### config.mk
export PLATFORM = sky130hd
export DESIGN_NAME = spi_tx_sequencer
export DESIGN_NICKNAME = d
export VERILOG_FILES = /design/src/rtl/spi_tx_sequencer.sv
export SDC_FILE = /design/constraint.sdc
export NUM_CORES = 1
export LEC_CHECK = 0
export ABC_AREA = 0
export CAP_MARGIN = 20
export CORE_AREA = 2 2 71 73
export CTS_CLUSTER_DIAMETER = 120
export CTS_CLUSTER_SIZE = 16
export DETAILED_ROUTE_END_ITERATION = 8
export DIE_AREA = 0 0 73 75
export PLACE_DENSITY_LB_ADDON = 0.05
export RECOVER_POWER = 100
export SLEW_MARGIN = 20
export SYNTH_ARGS = -nofsm -noshare
export SYNTH_HDL_FRONTEND = slang
export SYNTH_SLANG_ARGS = --single-unit
### constraint.sdc
create_clock -name clk -period 2.7 [get_ports clk]
set_input_delay 0.27 -clock clk [delete_from_list [all_inputs] [get_ports clk]]
set_output_delay 0.27 -clock clk [all_outputs]
set_load 0.005 [all_outputs]
### src/rtl/spi_tx_sequencer.sv
// Byte sequencer that frames SPI transfers: drives cs_n, loads and clocks an external shift register.
// Optional WAIT-state underflow timeout is enabled by defining SPI_SEQ_TIMEOUT_EN.
module spi_tx_sequencer #(
  parameter int SHIFT_DIV    = 4,
  parameter int GUARD_CYCLES = 2,
  parameter int TIMEOUT      = 1024
) (
  input  logic       clk,
  input  logic       rst,
  input  logic       s_valid,
  input  logic [7:0] s_data,
  input  logic       s_last,
  output logic       s_ready,
  input  logic       abort,
  output logic       sr_load,
  output logic [7:0] sr_pi,
  output logic       sr_en_L,
  output logic       cs_n,
  output logic       busy,
  output logic       frame_done,
  output logic [7:0] byte_cnt
`ifdef SPI_SEQ_TIMEOUT_EN
  ,
  output logic       timeout_err
`endif
);

  typedef enum logic [2:0] {IDLE, SETUP, LOAD, SHIFT, WAIT, HOLD} state_t;

  if (SHIFT_DIV < 2 || SHIFT_DIV > 255 || GUARD_CYCLES < 1 || GUARD_CYCLES > 255 ||
      TIMEOUT < 1) begin : g_bad_param
    $error("spi_tx_sequencer: parameter out of range");
  end

  localparam logic [7:0] DIV_LAST   = 8'(SHIFT_DIV - 1);
  localparam logic [7:0] GUARD_LAST = 8'(GUARD_CYCLES - 1);

  state_t     state_q, state_d;
  logic [7:0] cnt_q;
  logic [2:0] bit_q;
  logic       last_q;
  logic       rdy_en_q;
  logic       done_q;
  logic       hs;
  logic       abort_eff;
  logic       div_end;

  function automatic logic [7:0] sat_inc8(input logic [7:0] v);
    return (v == 8'hFF) ? v : v + 8'd1;
  endfunction

`ifdef SPI_SEQ_TIMEOUT_EN
  localparam int TW = $clog2(TIMEOUT + 1);
  logic [TW-1:0] wait_cnt_q;
  logic          to_hit;
  logic          to_flag_q;

  // The last permitted idle WAIT cycle behaves like an abort (ready withdrawn too).
  assign to_hit    = (state_q == WAIT) && (wait_cnt_q == TW'(TIMEOUT - 1));
  assign abort_eff = abort | to_hit;

  always_ff @(posedge clk or posedge rst) begin
    if (rst) begin
      wait_cnt_q <= '0;
      to_flag_q  <= 1'b0;
    end else begin
      wait_cnt_q <= (state_q == WAIT && !hs) ? wait_cnt_q + 1'b1 : '0;
      if (to_hit)
        to_flag_q <= 1'b1;
      else if (state_q == IDLE)
        to_flag_q <= 1'b0;
    end
  end

  assign timeout_err = done_q & to_flag_q;
`else
  assign abort_eff = abort;
`endif

  assign div_end = (cnt_q == DIV_LAST);
  assign s_ready = rdy_en_q & ((state_q == IDLE) | ((state_q == WAIT) & ~abort_eff));
  assign hs      = s_valid & s_ready;

  always_comb begin
    state_d = state_q;
    case (state_q)
      IDLE:  if (hs) state_d = SETUP;
      SETUP: if (abort_eff) state_d = HOLD;
             else if (cnt_q == GUARD_LAST) state_d = LOAD;
      LOAD:  state_d = abort_eff ? HOLD : SHIFT;
      SHIFT: if (abort_eff) state_d = HOLD;
             else if (div_end && bit_q == 3'd7) state_d = last_q ? HOLD : WAIT;
      WAIT:  if (abort_eff) state_d = HOLD;
             else if (hs) state_d = LOAD;
      HOLD:  if (cnt_q == GUARD_LAST) state_d = IDLE;
      default: state_d = IDLE;
    endcase
  end

  always_ff @(posedge clk or posedge rst) begin
    if (rst) begin
      state_q  <= IDLE;
      cnt_q    <= '0;
      bit_q    <= '0;
      last_q   <= 1'b0;
      sr_pi    <= '0;
      byte_cnt <= '0;
      done_q   <= 1'b0;
      rdy_en_q <= 1'b0;
    end else begin
      state_q  <= state_d;
      rdy_en_q <= 1'b1;
      done_q   <= (state_q == HOLD) && (state_d == IDLE);
      // cnt_q times guard phases and each SHIFT_DIV window; restarts on every state change.
      if (state_d != state_q) begin
        cnt_q <= '0;
        bit_q <= '0;
      end else if (state_q == SHIFT) begin
        cnt_q <= div_end ? 8'd0 : cnt_q + 8'd1;
        if (div_end) bit_q <= bit_q + 3'd1;
      end else if (state_q == SETUP || state_q == HOLD) begin
        cnt_q <= cnt_q + 8'd1;
      end
      if (hs) begin
        sr_pi  <= s_data;
        last_q <= s_last;
      end
      if (state_q == IDLE && hs)
        byte_cnt <= '0;
      else if (state_q == LOAD)
        byte_cnt <= sat_inc8(byte_cnt);
    end
  end

  assign cs_n       = (state_q == IDLE);
  assign busy       = (state_q != IDLE);
  assign sr_load    = (state_q == LOAD);
  assign sr_en_L    = ~((state_q == LOAD) | ((state_q == SHIFT) & div_end));
  assign frame_done = done_q;

endmodule

==> run_results.csv, run 1 <==
group,metric,value,unit
route,firstDrtPassIters,4,
run_status,outcome,"finished with violations",
power,p_clk_frac,0.214,
route,ant_nets,0,
sta,hold_violations,0,
clock_network,hold_buffers,0,
synthesis,yosys.area.top_type,"dfrtp_1",
sta,setup_viol,0,
clock_network,cts_tree,"done",
sta,fin_crit,2.29,ns
critical_path,start_kind,"flip-flop",
placed_design,dp_hpwl,2920,µm
critical_path,crit_path_end_kind,"output pin",
synthesis,yosys_warnings,0,
clock_network,cts_buffers,5,
grt,grt_max_degree,34,
route,post_drt_via_cell_ratio,5.51,
route,vias,1472,
power,p_comb_frac,0.399,
power,net-switching-power,792,µW
synthesis,syn_nets,194,
route,totalWireLength,4050,µm
synthesis,synthArstFlopShare,1.00,
synthesis,synth_common_cells,"33 x dfrtp_1, 12 x nand2_1, 11 x nor3_1",
power,ir_worst_vdd,0.000321,V
placed_design,io_buffers,34,
placed_design,placed_cells,259,
synthesis,synth_edf_count,0,
critical_path,cpMaxStageDelayCell,"clkdlybuf4s50_1",
sta,tightest_slew,1.79,ns
synthesis,synthTopCellsByArea,"dfrtp_1 45%, mux2_2 5.5%, ha_1 3.4%, nor3_1 3.0%, mux2i_1 2.7%",
clock_network,post-cts-setup-buffer-count,0,
grt,grt_usage,0.166,
clock_network,cts_resized,0,
synthesis,yosysSeqAreaShare,0.447,
critical_path,worstSetupPathType,"reg -> out",
floorplan,die_w,73,µm
grt,met3_usage,0.0495,
synthesis,yosysMostFrequentCell,"dfrtp_1",
flow_run,maxCapViolCount,1,
clock_network,htree_levels,2,
synthesis,synth_top_flop_cell,"dfrtp_1",
finish,area_delta_synth_final,26.3,%
grt,use_met1,0.214,
power,p_int,1.44,mW
sta,post-route-period-util,0.848,
power,seqPwrFrac,0.387,
grt,grt_pass1_wl,7000,µm
sta,skew,0.00234,ns
grt,grt_antenna_before_repair,0,
power,p_sw_frac,0.356,
power,finalPower,2.23,mW
synthesis,yosysTopAreaCellShare,0.447,
finish,fill_cells,432,
grt,grt_overflow,0,
route,drc,0,
floorplan,start_util,0.396,
run_status,violations,"max-capacitance violations, max-slew violations",
clock_network,clock_latency,0.28,ns
power,p_leak,1.04,nW
finish,nNetsFinal,230,
finish,instances_no_fill,267,
sta,fmax,0.437,GHz
clock_network,clk_pin_slew,0.07,ns
floorplan,die_area,5480,µm²
grt,busiest_layer,"met2",
floorplan,core,4660,µm²
floorplan,row_count,25,
sta,rsz0062_at_grt,"false",
sta,tns,0,ns
route,post_drt_wl_per_cell,15.2,µm
finish,multiInputGateArea,952,µm²
critical_path,cp_cell_sequence,"nor4_4, nor3b_4, a31oi_1, clkdlybuf4s50_1",
clock_network,cts_sinks,33,
sta,drv_slew,34,
critical_path,arrival,2.02,ns
synthesis,netlist_instances,176,
clock_network,cts_root_buf,"clkbuf_8",
synthesis,synth_area,1850,µm²
synthesis,synth.avg_cell_area,10.5,µm²
grt,gr-usage-met2,0.263,
finish,layout-drive-gt1-share,0.122,
critical_path,critPathMaxFanout,7,
critical_path,required,2.43,ns
min_path,hold_class,"reg -> reg",
sta,slew_headroom,-0.194,
grt,first_global_vias,1440,
floorplan,fp.dieH,75,µm
floorplan,io_pins,35,
synthesis,synth.distinct_cells,55,
route,dr.first_iter.drc_count,107,
critical_path,crit_path_max_incr_delay,0.48,ns
clock_network,clockBufferDepth,2,
finish,antennaDiodeCount,0,
synthesis,synth-seq-cells,33,
power,powerDensity,955,nW/µm²
placed_design,place_congestion,0.886,
finish,ff_latch_area,826,µm²
==> critical path, delay by kind of cell (launching register included) <==
kind	cells	cell delay (ns)
compound gates	1	0.12
flops	1	0.46
simple gates	2	0.68
buf+inv	1	0.48
==> power groups by stage <==
stage               registers [mW]  clock network (mW)  logic, mW
global route                 0.898               0.513      0.990
CTS                          0.869               0.496      0.973
finish                       0.861               0.477      0.889
global placement             0.871                   0      0.940
floorplan                    0.805                   0      0.599
detailed placement           0.879                   0      0.964
==> flip-flops by register name, summed over array words and instances, names as in the netlist <==
signal	cells
byte_cnt	8
cnt_q	8
sr_pi	8
bit_q	3
state_q	3
frame_done	1
last_q	1
rdy_en_q	1
==> cell type report <==
| class | count | share of cell area |
|---|---|---|
| repair buffers | 37 | 0.152 |
| clock buffers | 7 | 0.0370 |
| clock inverters | 1 | 0.0129 |
| inverters | 4 | 0.00644 |
| flip-flops and latches | 33 | 0.354 |
| multi-input cells | 131 | 0.408 |
| well taps | 54 | 0.0290 |
==> metal layers <==
metal | wire, µm | share of wire | vias to the layer above
met5 | 0 | 0 | -
met4 | 57 | 0.014 | 0
met3 | 178 | 0.044 | 7
li1 | - | - | 724
met1 | 1810 | 0.45 | 707
met2 | 2010 | 0.49 | 34
==> through the flow <==
stage	hold WS (ns)	setup WS (ns)	utilization	area, µm²
2_1_floorplan	0.399	1.03	-	1850
3_3_place_gp	0.491	0.706	0.479	2230
3_5_place_dp	0.495	0.642	0.479	2230
4_1_cts	0.391	0.397	0.504	2350
5_1_grt	0.512	0.145	0.500	2330
6_report	0.497	0.410	0.500	2330
==> path summary, 6_finish.rpt <==
kind                       slack, ns              endpoint            startpoint  depth (start not counted)
min reg2reg                     0.50  sr_pi[2]$_DFFE_PP0P_  sr_pi[2]$_DFFE_PP0P_                          1
max in group asynchronous       0.60  sr_pi[5]$_DFFE_PP0P_                   rst                          3
min                             0.50  sr_pi[2]$_DFFE_PP0P_  sr_pi[2]$_DFFE_PP0P_                          1
max reg2reg                     0.44  bit_q[1]$_DFFE_PP0P_  state_q[0]$_DFF_PP0_                          5
max                             0.41               sr_en_L  cnt_q[2]$_DFFE_PP0P_                          4
min in group asynchronous       1.07  sr_pi[7]$_DFFE_PP0P_                   rst                          3
==> cells in the final DEF, fill, tap and decap left out, types with 2 or more instances in the layout <==
master,synthesis,final
a211oi_1,2,2
a21oi_1,7,7
and3_1,5,5
clkbuf_1,0,3
clkbuf_8,0,6
clkdlybuf4s50_1,0,12
dfrtp_1,33,33
dlygate4sd3_1,0,22
ha_1,5,5
inv_1,3,4
mux2_2,9,9
mux2i_1,5,5
nand2_1,12,12
nand2b_1,4,4
nand3_1,7,7
nand4_1,6,6
nor2_1,7,7
nor3_1,11,11
nor3b_1,1,2
o211ai_1,2,2
o21ai_0,4,5
o31ai_1,3,3
or3_1,2,2
xnor2_1,2,2
xor2_1,5,5
==> cells by family (layout without fill, tap and decap cells) <==
logic type,count (synthesis),in the layout,share of synthesized area
xor gates and xnor gates,7,7,0.0332
muxes,14,14,0.0820
buffers and inverters,12,49,0.0312
other,1,1,0.00203
AOI/OAI and AO/OA,34,34,0.134
DFF,33,33,0.447
adders and majority gates,5,5,0.0339
and+or+nand+nor,70,70,0.236
Note: power is estimated with default switching activity, not from simulation.
==> run 2: changes to the inputs <==
==> constraint.sdc (replaced) <==
create_clock -name clk -period 1.9 [get_ports clk]
set_input_delay 0.19 -clock clk [delete_from_list [all_inputs] [get_ports clk]]
set_output_delay 0.19 -clock clk [all_outputs]
set_load 0.005 [all_outputs]
==> run 2 against run 1 <==
The run now ends clean. Critical endpoint unchanged. Via count rose by 7.3%. Hold slack got worse by 0.22 ns. Setup slack worse by 0.33 ns. Critical path depth did not move. Sequential power grew 31%. Die area did not move. Cell count grew 7.5%. Clock skew up 0.0048 ns. Cell area increased by 6.3%. First-iteration DRC count shrank 18%. Global-route usage increased by 0.35 points. Utilization up 3.1 points.
==> run_results.csv, run 2 (same netlist as run 1, synthesis figures left out) <==
group,metric,value,unit
run_status,outcome,"completed",
finish,ff_latch_area,830,µm²
grt,first_global_vias,1553,
sta,fmax,0.549,GHz
power,powerDensity,1300,nW/µm²
grt,grt_pass1_wl,7230,µm
critical_path,crit_path_end_kind,"output pin",
sta,tightest_slew,0.821,ns
route,post_drt_wl_per_cell,15.1,µm
placed_design,io_buffers,34,
power,p_comb_frac,0.491,
finish,finalCoreUtilization,0.532,
clock_network,htree_levels,2,
floorplan,row_count,25,
clock_network,cts_buffers,5,
flow_run,maxCapViolCount,0,
clock_network,hold_buffers,0,
power,p_leak,1.16,nW
clock_network,cts_tree,"done",
route,vias,1579,
floorplan,die_w,73,µm
finish,largest_registers,"byte_cnt: 8 flops, cnt_q: 8 flops, sr_pi: 8 flops",
grt,grt_max_degree,34,
clock_network,clk_pin_slew,0.07,ns
floorplan,start_util,0.396,
grt,grt_overflow,0,
critical_path,worstSetupPathType,"reg -> out",
grt,grt_antenna_before_repair,0,
clock_network,cts_sinks,33,
finish,fill_cells,432,
placed_design,dp_hpwl,3060,µm
power,net-switching-power,1.20,mW
placed_design,place_congestion,0.769,
sta,hold_violations,0,
sta,post-route-period-util,0.958,
power,p_sw_frac,0.372,
min_path,hold_class,"in -> reg",
sta,tns,0,ns
finish,layout-drive-gt1-share,0.240,
clock_network,cts_root_buf,"clkbuf_8",
floorplan,die_area,5480,µm²
finish,most-common-layout-cells,"30 x dfrtp_1, 18 x dlygate4sd3_1, 18 x buf_4",
sta,skew,0.00717,ns
critical_path,arrival,1.63,ns
power,seqPwrFrac,0.349,
sta,setup_viol,0,
critical_path,required,1.71,ns
sta,drv_slew,0,
route,post_drt_via_cell_ratio,5.50,
finish,antennaDiodeCount,0,
route,totalWireLength,4320,µm
route,firstDrtPassIters,6,
power,p_int,2.02,mW
floorplan,fp.dieH,75,µm
route,dr.first_iter.drc_count,88,
power,p_clk_frac,0.160,
sta,fin_crit,1.82,ns
floorplan,io_pins,35,
finish,area_delta_synth_final,34.2,%
clock_network,clockBufferDepth,2,
sta,rsz0062_at_grt,"false",
route,drc,0,
critical_path,critPathMaxFanout,2,
route,ant_nets,0,
clock_network,clock_latency,0.28,ns
finish,final_common_cell,"dfrtp_1",
power,ir_worst_vdd,0.000528,V
grt,grt_usage,0.170,
finish,nNetsFinal,250,
floorplan,core,4660,µm²
sta,slew_headroom,0.453,
critical_path,start_kind,"flip-flop",
finish,multiInputGateArea,973,µm²
==> run 2: cell types whose count changed in the layout (fill, tap and decap cells not counted), moves of 2 or more <==
cell	delta
dfrtp_2	+3
buf_4	+17
dfrtp_1	-3
dlygate4sd3_1	-4
clkbuf_1	-3
clkbuf_2	+5
dlymetal6s2s_1	+2
clkinv_2	+2
==> run 2: path summary, 6_finish.rpt <==
| path | from | end | slack, ns | cells past startpoint |
|---|---|---|---|---|
| worst max register to register | cnt_q[5]$_DFFE_PP0P_ | cnt_q[4]$_DFFE_PP0P_ | 0.10 | 7 |
| max in group asynchronous | rst | cnt_q[5]$_DFFE_PP0P_ | 0.74 | 3 |
| worst max-delay path | cnt_q[5]$_DFFE_PP0P_ | sr_en_L | 0.08 | 4 |
| worst min register to register | sr_pi[4]$_DFFE_PP0P_ | sr_pi[4]$_DFFE_PP0P_ | 0.50 | 1 |
| worst min-delay path | abort | state_q[1]$_DFF_PP0_ | 0.28 | 2 |
| min in group asynchronous | rst | last_q$_DFFE_PP0P_ | 0.59 | 3 |
==> run 2: repair_timing <==
action	in CTS	in global routing
gates cloned	0	1
resized for setup	4	8
setup buffers	6	0
pin swaps	1	2
setup endpoints to repair	3	14
==> run 2: final cells by class <==
| class | count | area share |
|---|---|---|
| clock inverters | 3 | 0.00707 |
| inverters | 4 | 0.00606 |
| multi-input cells | 131 | 0.393 |
| clock buffers | 5 | 0.0278 |
| flip-flops and latches | 33 | 0.335 |
| well taps | 54 | 0.0273 |
| repair buffers | 57 | 0.204 |
==> run 2: per-stage QoR <==
step                      hold slack (ns)  area [µm²]  setup slack, ns  total power [mW]  instances
after floorplan                     0.319        1850            0.231              2.00        176
after global placement              0.488        2340           0.0466              2.69        272
after detailed placement            0.493        2340          -0.0257              2.72        272
after CTS                           0.308        2480           0.0140              3.32        286
after global routing                0.291        2480          0.00153              3.47        287
final                               0.275        2480           0.0796              3.22        287
==> run 2: layer usage <==
| metal | GRT usage | vias to the layer above | share of wire |
|---|---|---|---|
| met1 | 0.215 | 767 | 0.44 |
| met3 | 0.0415 | 4 | 0.046 |
| met2 | 0.289 | 39 | 0.51 |
| li1 | - | 769 | - |
| met4 | 0.0494 | 0 | 0.0072 |
| met5 | 0 | - | 0 |
==> run 2: power by group through the flow <==
stage               Clock [mW]  Sequential (mW)  Combinational [mW]
floorplan                    0             1.14               0.852
global placement             0             1.17                1.52
detailed placement           0             1.18                1.55
CTS                      0.539             1.14                1.64
global route             0.566             1.17                1.74
finish                   0.515             1.13                1.58
==> run 2: worst max-delay path, stage by stage (launching register included) <==
cell and delay, ns:
dfrtp_2 0.43, nor4_4 0.29, nor3b_4 0.25, a31oi_1 0.11
dlygate4sd2_1 0.27
==> run 3: changes to the inputs <==
--- a/config.mk
+++ b/config.mk
@@ -6,7 +6,7 @@
 export NUM_CORES = 1
 export LEC_CHECK = 0
 export ABC_AREA = 0
-export CAP_MARGIN = 20
+export CAP_MARGIN = 10
 export CORE_AREA = 2 2 71 73
 export CTS_CLUSTER_DIAMETER = 120
 export CTS_CLUSTER_SIZE = 16
==> results of run 3 <==
No change in the layout: final DEF, timing and power equal those of run 2.
